==> src/rtl/regfile_wb_queue_if.sv <==
// Bus between a multi-cycle producer, the write-back queue and the register file write port.
// Also carries the two decode forwarding lookups and the queue status.
interface regfile_wb_queue_if #(
    parameter int PTRW = 2
);
    logic            enq_valid;
    logic            enq_ready;
    logic [2:0]      enq_reg;
    logic [15:0]     enq_data;
    logic            port_free;
    logic            write;
    logic [2:0]      writeregsel;
    logic [15:0]     writedata;
    logic [2:0]      read1regsel;
    logic [2:0]      read2regsel;
    logic            fwd1_hit;
    logic [15:0]     fwd1_data;
    logic            fwd2_hit;
    logic [15:0]     fwd2_data;
    logic            full;
    logic            empty;
    logic [PTRW:0]   count;

    modport master (
        output enq_valid, enq_reg, enq_data, port_free, read1regsel, read2regsel,
        input  enq_ready, write, writeregsel, writedata,
               fwd1_hit, fwd1_data, fwd2_hit, fwd2_data, full, empty, count
    );

    modport slave (
        input  enq_valid, enq_reg, enq_data, port_free, read1regsel, read2regsel,
        output enq_ready, write, writeregsel, writedata,
               fwd1_hit, fwd1_data, fwd2_hit, fwd2_data, full, empty, count
    );
endinterface

==> src/rtl/regfile_wb_queue.sv <==
// In-order write-back queue feeding the register file write port, with
// youngest-first forwarding of queued values to two decode lookups.
module regfile_wb_queue #(
    parameter int DEPTH = 4,
    parameter int PTRW  = 2
) (
    input  logic                clk,
    input  logic                rst,
    regfile_wb_queue_if.slave   wbq
);
    logic [DEPTH-1:0] r_vld;
    logic [2:0]       r_reg  [DEPTH];
    logic [15:0]      r_data [DEPTH];
    logic [PTRW-1:0]  r_head;
    logic [PTRW-1:0]  r_tail;
    logic [PTRW:0]    r_count;

    logic             w_full;
    logic             w_empty;
    logic             w_enq;
    logic             w_deq;
    logic [16:0]      w_fwd1;
    logic [16:0]      w_fwd2;

    assign w_full  = (r_count == (PTRW+1)'(DEPTH));
    assign w_empty = (r_count == '0);
    assign w_enq   = wbq.enq_valid & ~w_full;
    assign w_deq   = ~w_empty & wbq.port_free;

    always_ff @(posedge clk) begin
        if (!rst) begin
            r_vld   <= '0;
            r_head  <= '0;
            r_tail  <= '0;
            r_count <= '0;
        end else begin
            // enq and deq never target the same slot: enq needs !full, deq needs !empty
            if (w_enq) begin
                r_vld[r_tail] <= 1'b1;
                r_tail        <= r_tail + 1'b1;
            end
            if (w_deq) begin
                r_vld[r_head] <= 1'b0;
                r_head        <= r_head + 1'b1;
            end
            case ({w_enq, w_deq})
                2'b10:   r_count <= r_count + 1'b1;
                2'b01:   r_count <= r_count - 1'b1;
                default: r_count <= r_count;
            endcase
        end
    end

    // Payload needs no reset; valid bits and the empty gate hide stale contents.
    always_ff @(posedge clk) begin
        if (w_enq) begin
            r_reg[r_tail]  <= wbq.enq_reg;
            r_data[r_tail] <= wbq.enq_data;
        end
    end

    // Walk oldest to youngest from head; a later match overrides, so the youngest wins.
    function automatic logic [16:0] lookup(input logic [2:0] sel);
        logic [16:0]     res;
        logic [PTRW-1:0] idx;
        res = '0;
        for (int i = 0; i < DEPTH; i++) begin
            idx = r_head + PTRW'(i);
            if (r_vld[idx] && (r_reg[idx] == sel))
                res = {1'b1, r_data[idx]};
        end
        return res;
    endfunction

    always_comb begin
        w_fwd1 = lookup(wbq.read1regsel);
        w_fwd2 = lookup(wbq.read2regsel);
    end

    always_comb begin
        wbq.writeregsel = '0;
        wbq.writedata   = '0;
        if (!w_empty) begin
            wbq.writeregsel = r_reg[r_head];
            wbq.writedata   = r_data[r_head];
        end
    end

    assign wbq.enq_ready = ~w_full;
    assign wbq.write     = w_deq;
    assign wbq.fwd1_hit  = w_fwd1[16];
    assign wbq.fwd1_data = w_fwd1[15:0];
    assign wbq.fwd2_hit  = w_fwd2[16];
    assign wbq.fwd2_data = w_fwd2[15:0];
    assign wbq.full      = w_full;
    assign wbq.empty     = w_empty;
    assign wbq.count     = r_count;
endmodule

==> src/flat_wrapper.sv <==
// flat-port wrapper written by rule: the top's interface ports become plain ports
module regfile_wb_queue_flat 
#(
    parameter int DEPTH = 4,
    parameter int PTRW  = 2
)
  (clk, rst, wbq_enq_valid, wbq_enq_reg, wbq_enq_data, wbq_port_free, wbq_read1regsel, wbq_read2regsel, wbq_enq_ready, wbq_write, wbq_writeregsel, wbq_writedata, wbq_fwd1_hit, wbq_fwd1_data, wbq_fwd2_hit, wbq_fwd2_data, wbq_full, wbq_empty, wbq_count);
  regfile_wb_queue_if #(.PTRW(PTRW)) wbq_i ();
  input  logic clk;
  input  logic rst;
  input wire logic [$bits(wbq_i.enq_valid)-1:0] wbq_enq_valid;
  input wire logic [$bits(wbq_i.enq_reg)-1:0] wbq_enq_reg;
  input wire logic [$bits(wbq_i.enq_data)-1:0] wbq_enq_data;
  input wire logic [$bits(wbq_i.port_free)-1:0] wbq_port_free;
  input wire logic [$bits(wbq_i.read1regsel)-1:0] wbq_read1regsel;
  input wire logic [$bits(wbq_i.read2regsel)-1:0] wbq_read2regsel;
  output wire logic [$bits(wbq_i.enq_ready)-1:0] wbq_enq_ready;
  output wire logic [$bits(wbq_i.write)-1:0] wbq_write;
  output wire logic [$bits(wbq_i.writeregsel)-1:0] wbq_writeregsel;
  output wire logic [$bits(wbq_i.writedata)-1:0] wbq_writedata;
  output wire logic [$bits(wbq_i.fwd1_hit)-1:0] wbq_fwd1_hit;
  output wire logic [$bits(wbq_i.fwd1_data)-1:0] wbq_fwd1_data;
  output wire logic [$bits(wbq_i.fwd2_hit)-1:0] wbq_fwd2_hit;
  output wire logic [$bits(wbq_i.fwd2_data)-1:0] wbq_fwd2_data;
  output wire logic [$bits(wbq_i.full)-1:0] wbq_full;
  output wire logic [$bits(wbq_i.empty)-1:0] wbq_empty;
  output wire logic [$bits(wbq_i.count)-1:0] wbq_count;
  assign wbq_i.enq_valid = wbq_enq_valid;
  assign wbq_i.enq_reg = wbq_enq_reg;
  assign wbq_i.enq_data = wbq_enq_data;
  assign wbq_i.port_free = wbq_port_free;
  assign wbq_i.read1regsel = wbq_read1regsel;
  assign wbq_i.read2regsel = wbq_read2regsel;
  assign wbq_enq_ready = wbq_i.enq_ready;
  assign wbq_write = wbq_i.write;
  assign wbq_writeregsel = wbq_i.writeregsel;
  assign wbq_writedata = wbq_i.writedata;
  assign wbq_fwd1_hit = wbq_i.fwd1_hit;
  assign wbq_fwd1_data = wbq_i.fwd1_data;
  assign wbq_fwd2_hit = wbq_i.fwd2_hit;
  assign wbq_fwd2_data = wbq_i.fwd2_data;
  assign wbq_full = wbq_i.full;
  assign wbq_empty = wbq_i.empty;
  assign wbq_count = wbq_i.count;
  regfile_wb_queue #(.DEPTH(DEPTH), .PTRW(PTRW)) u_core (.clk(clk), .rst(rst), .wbq(wbq_i));
endmodule
==> config.mk <==
export PLATFORM = sky130hd
export DESIGN_NAME = regfile_wb_queue_flat
export DESIGN_NICKNAME = d
export VERILOG_FILES = /design/src/rtl/regfile_wb_queue_if.sv /design/src/rtl/regfile_wb_queue.sv /design/src/flat_wrapper.sv
export SDC_FILE = /design/constraint.sdc
export NUM_CORES = 1
export LEC_CHECK = 0
export CAP_MARGIN = 5
export CORE_AREA = 2 2 132 134
export CTS_CLUSTER_SIZE = 25
export DETAILED_ROUTE_END_ITERATION = 8
export DIE_AREA = 0 0 134 136
export GPL_ROUTABILITY_DRIVEN = 0
export PLACE_DENSITY_LB_ADDON = 0.08
export SYNTH_ARGS = -nofsm -noshare
export SYNTH_HDL_FRONTEND = slang
export SYNTH_SLANG_ARGS = --single-unit
==> constraint.sdc <==
create_clock -name clk -period 6.9 [get_ports clk]
set_clock_uncertainty 0.2 [all_clocks]
set_input_delay 0.69 -clock clk [delete_from_list [all_inputs] [get_ports clk]]
set_output_delay 0.69 -clock clk [all_outputs]
set_load 0.005 [all_outputs]
==> impl_metrics.py <==
metrics = {
    "detailed_routing": {
        "routed_via_density": 6.385,
        "detail-route-antenna-nets": 0,
        "wl_mm": 18.85,
        "num_vias": 5319,
        "wl_per_cell_um": 22.62,
        "first_pass_iters": 5,
        "drc": 0,
        "drt-initial-drc-count": 652,
    },
    "power": {
        "irDropWorstVdd_v": 0.0002352,
        "leakagePower_nw": 2.359,
        "p_per_area_nw_per_um2": 368.5,
    },
    "cts": {
        "clock_latency_ns": 0.34,
        "root_buffer": "clkbuf_16",
        "post-cts-setup-buffers": 0,
        "ctsResizeCount": 0,
        "cts_max_level": 3,
        "cts_made_buffers": 9,
        "cts_tree": "built",
        "path_clk_slew_ns": 0.06,
        "cts_num_sinks": 89,
        "postCtsHoldBufs": 0,
        "cts_buffer_depth": 2,
    },
    "global_route": {
        "grt_max_degree": 64,
        "grtUsageMet1": 0.3113,
        "first_global_vias": 4869,
        "grt_use_met2": 0.3177,
        "gr-total-overflow": 0,
        "antenna_found_initial": 0,
        "grt_use_met3": 0.03803,
        "busiest_layer": "met2",
        "grtUsageTotal": 0.2079,
        "grt_pass1_wl_mm": 28.83,
    },
    "floorplanning": {
        "rows": 48,
        "core_area_um2": 16880,
        "start_util": 0.3923,
        "ios": 89,
        "die_w_um": 134,
        "fp.dieH_um": 136,
        "die-area_um2": 18220,
    },
    "timing": {
        "tightest_slew_ns": 1.168,
        "period_minus_slack_ns": 5.349,
        "setup_viol": 0,
        "fin_crit_sh": 0.7752,
        "clock.fmax_mhz": 187.0,
        "slew_viol_final": 0,
        "maxSlewHeadroom": 0.2214,
        "finalHoldViolCount": 0,
        "grt_setup_unrepaired": "false",
        "final.setup.tns_ns": 0,
    },
    "cells_and_area": {
        "largest_reg_flops": 64,
        "drive_above_1_share": 0.2007,
        "fillCellCount": 1495,
        "final_common_cell": "clkdlybuf4s50_1",
        "diodes": 0,
        "final_nets": 642,
        "fin_area_um2": 7961,
        "final_cell_mix": "clkdlybuf4s50_1, mux4_2, edfxtp_1",
        "syn_to_final_growth_pct": 20.24,
    },
    "logic_synthesis": {
        "yosysWarningCount": 0,
        "postSynthAreaPerCell_um2": 12.26,
        "synth_enable_flop_cells": 76,
        "synth.cell_area_um2": 6621,
        "synth_area_leaders": "edfxtp_1, mux4_2, nor4_1",
        "synth_top_cell_by_area": "edfxtp_1",
        "ys_seq_area_frac": 0.3840,
        "ys_ff_latch": 89,
        "synth_top_area_frac": 0.3447,
        "ys.flop_type": "edfxtp_1",
        "synth_cell_types": 36,
        "async_flop_share": 0,
        "syn_nets": 579,
        "netlist_instances": 540,
    },
    "critical_path": {
        "end_kind": "output port",
        "r2r-end": "u_core.wbq.count[2]",
        "ff2ff_path_depth": 9,
        "cp.required_ns": 6.01,
        "ff2ff_setup_slack_ns": 3.91,
        "worstSetupPathType": "reg -> out",
        "cp.arrival_ns": 4.46,
        "crit_path_max_fanout": 63,
        "reg2reg_from": "u_core.wbq.count[0]",
        "startpoint_type": "flip-flop",
    },
    "worst_hold_path": {
        "hp-start": "u_core.wbq.count[2]",
        "hold_end": "u_core.wbq.count[2]",
        "min_path_cells": 2,
        "holdCritPathClass": "reg -> reg",
    },
    "place": {
        "port-buffer-count": 88,
        "placed_area_um2": 7675,
        "hpwl_mm": 13.51,
    },
    "run_status": {
        "outcome": "finished clean",
    },
    "job": {
        "maxCapViolations": 0,
    },
}
==> metal layers <==
| metal | vias to the layer above | wire [um] |
|---|---|---|
| li1 | 2311 | - |
| met1 | 2685 | 8369 |
| met2 | 308 | 8399 |
| met3 | 15 | 1873 |
| met4 | 0 | 204 |
| met5 | - | 0 |
==> cell type report <==
type,count,area (um2),area share
clock inverters,7,61.31,0.007701
repair buffers,104,1001,0.1257
well taps,225,281.5,0.03536
multi-input cells,390,3812,0.4789
inverters,9,33.78,0.004243
flip-flops and latches,89,2546,0.3198
clock buffers,9,225.2,0.02829
==> cell families (layout without fill, tap and decap cells) <==
| logic type | Yosys count | after routing | share of synthesized area |
|---|---|---|---|
| xor+xnor | 28 | 28 | 0.03817 |
| mux | 81 | 81 | 0.2736 |
| fa+ha+maj | 10 | 10 | 0.02003 |
| buf+inv | 61 | 129 | 0.04138 |
| flops | 89 | 89 | 0.3840 |
| compound gates | 89 | 89 | 0.1003 |
| simple gates | 182 | 182 | 0.1425 |
==> power breakdown <==
group	switching, mW	internal (mW)
Combinational	0.938	0.825
Clock	0.189	0.276
Sequential	0.0489	0.658
==> how the worst max path moves through the flow <==
stage,from,depth (start not counted),endpoint
after floorplan,u_core.r_head[0],14,wbq_fwd2_data[10]
after global placement,u_core.r_head[0],7,wbq_fwd2_data[1]
after detailed placement,u_core.r_head[0],7,wbq_fwd2_data[1]
after CTS,u_core.r_head[0],7,wbq_fwd2_data[1]
after global routing,u_core.r_head[0],7,wbq_fwd2_data[4]
final,u_core.r_head[0],7,wbq_fwd2_data[1]
==> cell usage after synthesis (5+ instances only) <==
cell type and instances:
dfxtp_1 13, a211oi_1 16, o21ai_0 31, a311oi_1 7
clkbuf_1 26, o31ai_1 16, mux4_2 80, edfxtp_1 76
inv_1 9, ha_1 9, buf_1 10, xor2_1 9
xnor2_1 18, nor2b_1 22, a311oi_2 9, nand2_1 70
nor2_1 16, nor4_1 48, and2_1 6, buf_2 12
and4_1 5
==> through the flow <==
| stage | hold slack, ns | instances | utilization | power [mW] | setup slack [ns] |
|---|---|---|---|---|---|
| after floorplan | 0.3054 | 540 | - | 1.872 | 2.164 |
| after global placement | 0.3458 | 817 | 0.4548 | 2.452 | 2.011 |
| after detailed placement | 0.3487 | 817 | 0.4548 | 2.468 | 1.912 |
| after CTS | 0.3557 | 833 | 0.4718 | 2.929 | 1.549 |
| after global routing | 0.4068 | 833 | 0.4718 | 3.095 | 1.327 |
| final | 0.3642 | 833 | 0.4718 | 2.934 | 1.551 |
==> critical path, cell delays in order, from the launching register on <==
cell and delay (ns):
dfxtp_4 0.34, buf_4 0.75, mux4_2 0.47, xor2_2 0.63
or4b_1 0.79, a311oi_1 0.20, o31ai_1 0.36, clkdlybuf4s50_1 0.57
Note: power is estimated with default switching activity, not from simulation.
